$ cat config.mk
export PLATFORM = sky130hd
export DESIGN_NAME = serial_add_ctrl
export DESIGN_NICKNAME = d
export VERILOG_FILES = /design/src/rtl/serial_add_ctrl.sv
export SDC_FILE = /design/constraint.sdc
export NUM_CORES = 1
export LEC_CHECK = 0
export ABC_AREA = 1
export BUFFER_PORTS_ARGS = -buffer_cell sky130_fd_sc_hd__buf_2
export CAP_MARGIN = 20
export CORE_MARGIN = 3
export CORE_UTILIZATION = 53
export DETAILED_ROUTE_END_ITERATION = 7
export PLACE_DENSITY = 0.78
export REMOVE_ABC_BUFFERS = 1
export SLEW_MARGIN = 20
export SYNTH_ARGS = -nofsm -noshare
export SYNTH_HDL_FRONTEND = slang
export SYNTH_SLANG_ARGS = --single-unit
$ cat constraint.sdc
create_clock -name clk -period 1.8 [get_ports clk]
set_clock_uncertainty 0.2 [all_clocks]
set_input_delay 0.54 -clock clk [delete_from_list [all_inputs] [get_ports clk]]
set_output_delay 0.54 -clock clk [all_outputs]
set_load 0.005 [all_outputs]
$ cat src/rtl/serial_add_ctrl.sv
`default_nettype none
// ============================================================================
// Module   : serial_add_ctrl
// Purpose  : Bit-serial adder controller. Latches two WIDTH-bit operands and
//            a carry-in on start, then drives one bit pair per cycle (LSB
//            first) into an external single-bit Full_Adder cell. Each sum bit
//            is collected and the carry is fed back through a flip-flop. The
//            completed result is registered and flagged by a one-cycle done.
// Ports    : clk, rst          - clock, synchronous active-high reset
//            start, a, b, cin  - operation request and operands
//            fa_d1/fa_d2/fa_cin- bit pair and carry to the Full_Adder
//            fa_sum/fa_cout    - combinational results from the Full_Adder
//            busy, done        - RUN indicator, one-cycle completion pulse
//            sum, cout         - last completed result (registered)
// Revision : 1.0 - initial release
// ============================================================================
module serial_add_ctrl #(
  parameter int WIDTH = 8
) (
  input  logic             clk,
  input  logic             rst,
  input  logic             start,
  input  logic [WIDTH-1:0] a,
  input  logic [WIDTH-1:0] b,
  input  logic             cin,
  output logic             fa_d1,
  output logic             fa_d2,
  output logic             fa_cin,
  input  logic             fa_sum,
  input  logic             fa_cout,
  output logic             busy,
  output logic             done,
  output logic [WIDTH-1:0] sum,
  output logic             cout
);

  localparam int CNT_W = $clog2(WIDTH);
  localparam logic [CNT_W-1:0] CNT_LAST = CNT_W'(WIDTH - 1);

  localparam logic [1:0] S_IDLE = 2'd0;
  localparam logic [1:0] S_RUN  = 2'd1;
  localparam logic [1:0] S_DONE = 2'd2;

  logic [1:0]       state_q,  state_d;
  logic [WIDTH-1:0] a_sh_q,   a_sh_d;
  logic [WIDTH-1:0] b_sh_q,   b_sh_d;
  // Only the WIDTH-1 most recent sum bits need storage: the final bit comes
  // straight from fa_sum on the completing edge.
  logic [WIDTH-2:0] sum_sh_q, sum_sh_d;
  logic             carry_q,  carry_d;
  logic [CNT_W-1:0] cnt_q,    cnt_d;
  logic [WIDTH-1:0] sum_q,    sum_d;
  logic             cout_q,   cout_d;

  logic             w_run;
  logic             w_accept;
  logic [WIDTH-1:0] w_sum_next;

  assign w_run      = (state_q == S_RUN);
  // A new request is honoured only when no operation is in flight.
  assign w_accept   = start && ((state_q == S_IDLE) || (state_q == S_DONE));
  assign w_sum_next = {fa_sum, sum_sh_q};

  // Full_Adder inputs come from registers only, so they are stable all cycle.
  assign fa_d1  = w_run & a_sh_q[0];
  assign fa_d2  = w_run & b_sh_q[0];
  assign fa_cin = w_run & carry_q;

  assign busy = w_run;
  assign done = (state_q == S_DONE);
  assign sum  = sum_q;
  assign cout = cout_q;

  always_comb begin
    state_d  = state_q;
    a_sh_d   = a_sh_q;
    b_sh_d   = b_sh_q;
    sum_sh_d = sum_sh_q;
    carry_d  = carry_q;
    cnt_d    = cnt_q;
    sum_d    = sum_q;
    cout_d   = cout_q;

    case (state_q)
      S_RUN: begin
        a_sh_d   = {1'b0, a_sh_q[WIDTH-1:1]};
        b_sh_d   = {1'b0, b_sh_q[WIDTH-1:1]};
        sum_sh_d = w_sum_next[WIDTH-1:1];
        carry_d  = fa_cout;
        cnt_d    = cnt_q + 1'b1;
        if (cnt_q == CNT_LAST) begin
          sum_d   = w_sum_next;
          cout_d  = fa_cout;
          state_d = S_DONE;
        end
      end
      S_DONE: begin
        state_d = S_IDLE;
      end
      default: begin
        state_d = S_IDLE;
      end
    endcase

    // Acceptance from IDLE or DONE overrides the fall-back to IDLE above.
    if (w_accept) begin
      a_sh_d  = a;
      b_sh_d  = b;
      carry_d = cin;
      cnt_d   = '0;
      state_d = S_RUN;
    end
  end

  always_ff @(posedge clk) begin
    if (rst) begin
      state_q  <= S_IDLE;
      a_sh_q   <= '0;
      b_sh_q   <= '0;
      sum_sh_q <= '0;
      carry_q  <= 1'b0;
      cnt_q    <= '0;
      sum_q    <= '0;
      cout_q   <= 1'b0;
    end else begin
      state_q  <= state_d;
      a_sh_q   <= a_sh_d;
      b_sh_q   <= b_sh_d;
      sum_sh_q <= sum_sh_d;
      carry_q  <= carry_d;
      cnt_q    <= cnt_d;
      sum_q    <= sum_d;
      cout_q   <= cout_d;
    end
  end

endmodule
`default_nettype wire

==> impl_metrics.json, run 1 <==
{
  "status": "finished with violations",
  "violations": "setup timing",
  "die_x_um": 62.4,
  "dp_hpwl_um": 2360,
  "min_period_over_period": 1.01,
  "cts_tree": "done",
  "grt_antenna_before_repair": 0,
  "power.density_mw_per_mm2": 811,
  "cts_made_buffers": 5,
  "tightest_slew_ns": 0.413,
  "yosysSeqAreaShare": 0.452,
  "drive_gt1_frac": 0.270,
  "fin_cells": 323,
  "rsz0062_at_grt": "true",
  "multi_input_area_um2": 736,
  "yosysTopAreaCellShare": 0.452,
  "drc": 0,
  "clkSinkCount": 38,
  "dpl_worst_slack_ns": 0.194,
  "grt_overflow": 0,
  "p_total_uw": 1660,
  "synthesis.area_mm2": 0.00168,
  "critPathMaxFanout": 3,
  "gp_congestion": 0.772,
  "worst_slack_ns": -0.0235,
  "yosysTopAreaCell": "dfxtp_1",
  "num_rows": 19,
  "grt_max_degree": 25,
  "grt_pass1_wl_um": 6010,
  "diodes": 0,
  "register_area_um2": 766,
  "yosys_warnings": 0,
  "start_kind": "register",
  "clockBufferDepth": 2,
  "cts-root-buf": "clkbuf_4",
  "final_cell_area_mm2": 0.00204,
  "antenna_left": 0,
  "clk_latency_ns": 0.35,
  "critPathKind": "reg -> out",
  "clk_pin_slew_worst_paths_ns": 0.11,
  "final_cell_mix": "nand2_1 (40), nor2_1 (40), dfxtp_1 (36)",
  "ir_worst_vdd_mv": 0.486,
  "grtUsageTotal": 0.192,
  "via_count": 1544,
  "fin_crit_ns": 1.82,
  "arrival_ns": 1.08,
  "drt_iter0_markers": 144,
  "grt_pass1_vias": 1375,
  "area_growth_pct": 21.3,
  "maxSlewViolCount": 0,
  "hp-class": "in -> reg",
  "fin_setup_tns_ns": -0.0235,
  "leakagePower_uw": 0.00107,
  "initial_utilization": 0.580,
  "ys_types": 21,
  "fillers": 274,
  "dieArea_mm2": 0.00389,
  "hold_viol": 0,
  "nets": 304,
  "place_area_mm2": 0.00188,
  "drv_cap": 0,
  "postSynthAreaPerCell_um2": 7.22,
  "worst_setup_path_end_kind": "output port",
  "dp_cells": 307,
  "wl_per_cell_um": 10.9,
  "drt_wl_total_um": 3530,
  "maxSlewHeadroom": 0.724,
  "vias_per_cell": 4.78,
  "synth_seq_cells": 38,
  "placeableCoreArea_mm2": 0.00290,
  "max_freq_ghz": 0.548,
  "syn_inst": 233,
  "required_ns": 1.06,
  "die_h_um": 62.4,
  "ctsHoldBuffers": 0,
  "first_pass_iters": 5,
  "numPortBuffers": 35,
  "final-setup-viol-count": 1,
  "synth.area.top_cells": "dfxtp_1 (45%), nor2_1 (9.8%), nand2_1 (8.9%)",
  "ios": 36,
  "htree_levels": 2
}
[routing by layer]
metal	part of all wire	GRT usage	wire [um]
met5	0	0	0
met4	0.018	0.0826	65
met3	0.053	0.0685	187
met2	0.44	0.289	1540
met1	0.49	0.248	1730
[area by class of cell]
cell class,count,area share
sequential,38,0.375
multi-input combinational,150,0.360
timing repair buffer,49,0.139
inverter,36,0.0686
tap,42,0.0257
clock buffer,6,0.0251
clock inverter,2,0.00613
[state kept, by name, indices dropped and copies added, names as in the netlist]
signal	count
a_sh_q	8
b_sh_q	8
sum	8
sum_sh_q	7
cnt_q	3
state_q	2
carry_q	1
cout	1
[synth_stat cells, drive strengths merged]
library cell	count
a21oi	14
buf	7
clkbuf	3
dfxtp	38
ha	2
inv	36
nand2	45
nand3	17
nor2	45
nor3	1
o21ai	24
xor2	1
[kinds of logic after synthesis]
kind of cell,count (synthesis),share of synthesized area
AOI/OAI and AO/OA,38,0.113
DFF,38,0.452
xor gates and xnor gates,1,0.00521
buffers and inverters,46,0.132
and+or+nand+nor,108,0.283
adders and majority gates,2,0.0149
[power by group]
group	internal, uW	switching, uW	total, uW
Combinational	108	158	266
Sequential	893	29.3	923
Clock	188	279	467
Total	1190	466	1660
[critical path: stages, from the launching register on]
cell	delay, ns
dfxtp_2	0.37
inv_4	0.06
buf_6	0.11
nor2_2	0.07
buf_2	0.12
[stage by stage]
| step | utilization | hold slack (ns) |
|---|---|---|
| CTS | 0.696 | 0.169 |
| detailed placement | 0.648 | 0.257 |
| floorplan | - | 0.230 |
| global placement | 0.648 | 0.251 |
| global route | 0.704 | 0.167 |
| finish | 0.704 | 0.184 |
[timing repair]
| item | 4_1_cts | 5_1_grt |
|---|---|---|
| cloned | 1 | 0 |
| pin swaps | 1 | 1 |
| setup buffers | 6 | 1 |
| resized for setup | 6 | 6 |
| endpoints found under the setup margin | 4 | 5 |
[worst paths after layout]
check,start,endpoint,slack [ns],cells after the start
worst min register to register,sum_sh_q[2],sum[2],0.27,2
worst max register to register,state_q[0],a_sh_q[1],0.28,8
worst max-delay path,state_q[1],done,-0.02,4
worst min-delay path,fa_cout,cout,0.18,3
Note: power is estimated with default switching activity, not from simulation.
==> run 2, diff against run 1 <==
ABC_AREA = not set   (was 1)
==> impl_metrics.json, run 2 <==
{
  "status": "finished with violations",
  "violations": "setup timing",
  "maxSlewHeadroom": 0.732,
  "clk_pin_slew_worst_paths_ns": 0.11,
  "start_kind": "register",
  "clkSinkCount": 38,
  "layout_commonest_cell": "dfxtp_1",
  "num_rows": 19,
  "yosysTopAreaCell": "dfxtp_1",
  "synthesis.area_mm2": 0.00165,
  "maxSlewViolCount": 0,
  "yosysSeqAreaShare": 0.461,
  "numPortBuffers": 35,
  "grt_antenna_before_repair": 0,
  "yosys_warnings": 0,
  "drive_gt1_frac": 0.393,
  "synth_seq_cells": 38,
  "vias_per_cell": 5.55,
  "htree_levels": 2,
  "postSynthAreaPerCell_um2": 9.32,
  "worst_slack_ns": -0.0771,
  "area_growth_pct": 19.1,
  "arrival_ns": 1.14,
  "diodes": 0,
  "hold_viol": 0,
  "ir_worst_vdd_mv": 0.654,
  "synth_edf_count": 0,
  "grt_pass1_wl_um": 5570,
  "yosysTopAreaCellShare": 0.461,
  "crit_start": "state_q[1]",
  "worst_setup_path_end_kind": "output port",
  "synth_commonest_cells": "dfxtp_1 (38), nand2_1 (31), nor3_1 (17), a21oi_1 (13), nor2_1 (8)",
  "cts-root-buf": "clkbuf_4",
  "min_period_over_period": 1.04,
  "critPathKind": "reg -> out",
  "nets": 238,
  "rsz0062_at_grt": "true",
  "drt_iter0_markers": 45,
  "async_flop_share": 0,
  "wl_per_cell_um": 13.3,
  "required_ns": 1.06,
  "grtUsageTotal": 0.197,
  "grt_pass1_vias": 1301,
  "cts_tree": "done",
  "grt_overflow": 0,
  "syn_inst": 177,
  "yosysMostFrequentCell": "dfxtp_1",
  "antenna_left": 0,
  "initial_utilization": 0.579,
  "leakagePower_uw": 0.000778,
  "final-setup-viol-count": 4,
  "fin_crit_ns": 1.88,
  "r2r_slack_ns": 0.19,
  "drc": 0,
  "synth.area.top_cells": "dfxtp_1 (46%), nand2_1 (7.1%), a311oi_2 (5.5%)",
  "p_total_uw": 1730,
  "die_h_um": 61.8,
  "drt_wl_total_um": 3250,
  "critPathMaxFanout": 8,
  "ios": 36,
  "dieArea_mm2": 0.00382,
  "placeableCoreArea_mm2": 0.00285,
  "clk_latency_ns": 0.34,
  "max_freq_ghz": 0.533,
  "first_pass_iters": 4,
  "gp_congestion": 0.733,
  "clockBufferDepth": 2,
  "tightest_slew_ns": 0.401,
  "grt_max_degree": 39,
  "holdWs_ns": 0.239,
  "power.density_mw_per_mm2": 882,
  "via_count": 1360,
  "die_x_um": 61.8,
  "synth_flop_cell": "dfxtp_1",
  "ys_types": 28,
  "cts_made_buffers": 5,
  "worstReg2RegStart": "cnt_q[0]",
  "final_cell_mix": "dfxtp_1 (36), buf_2 (32), nand2_1 (31)",
  "drv_cap": 0,
  "hp-class": "in -> reg",
  "min_from": "fa_sum",
  "dp_hpwl_um": 2250
}
-- run 2: power by group --
| group | internal [uW] | leakage (uW) | total, uW | switching [uW] |
|---|---|---|---|---|
| clock network | 323 | 0.0000443 | 596 | 273 |
| registers | 881 | 0.000311 | 906 | 25.3 |
| logic | 107 | 0.000423 | 231 | 125 |
-- run 2: layout make-up --
type | instances | area (um^2)
Clock buffer | 6 | 51.3
Clock inverter | 1 | 30.0
Fill cell | 237 | 887
Inverter | 1 | 8.76
Multi-Input combinational cell | 122 | 769
Sequential cell | 38 | 766
Tap cell | 31 | 38.8
Timing Repair Buffer | 46 | 302
-- run 2: per-layer routing --
| layer | global-route usage | vias to the layer above | routed length, um |
|---|---|---|---|
| met5 | 0 | - | 0 |
| met4 | 0.103 | 0 | 54 |
| met3 | 0.0496 | 7 | 190 |
| met2 | 0.336 | 43 | 1590 |
| met1 | 0.225 | 625 | 1420 |
| li1 | - | 685 | - |
-- run 2: critical path: stages, from the launching register on --
cell,delay (ns)
dfxtp_2,0.34
nand2b_4,0.15
inv_6,0.08
and2_4,0.14
buf_6,0.08
-- run 2: logic make-up after synthesis --
kind of cell    Yosys count  synth area share
simple gates             80             0.244
flops                    38             0.461
compound gates           35             0.167
buf+inv                  17            0.0834
mux                       4            0.0243
fa+ha+maj                 2            0.0152
xor+xnor                  1           0.00531
-- run 2: final timing paths --
| check | end | cells past startpoint |
|---|---|---|
| min | sum[7] | 3 |
| min reg2reg | sum[5] | 2 |
| max reg2reg | cout | 5 |
| max | fa_d1 | 4 |
-- run 2: per-stage QoR --
stage / worst slack [ns] / cell area [um^2] / TNS, ns / std cells / utilization
final: -0.0771 / 1970 / -0.248 / 245 / 0.689
after global placement: 0.252 / 1820 / 0 / 235 / 0.637
after detailed placement: 0.188 / 1820 / 0 / 235 / 0.637
after floorplan: -0.391 / 1520 / -1.57 / 161 / -
after global routing: -0.127 / 1970 / -0.464 / 245 / 0.689
after CTS: -0.0819 / 1940 / -0.251 / 244 / 0.682
-- run 2: timing repair --
item                                    4_1_cts  5_1_grt
gates resized for setup                       8        4
endpoints found under the setup margin        4        5
hold buffers                                  0        0
setup buffers                                 2        1
pin swaps                                     2        1
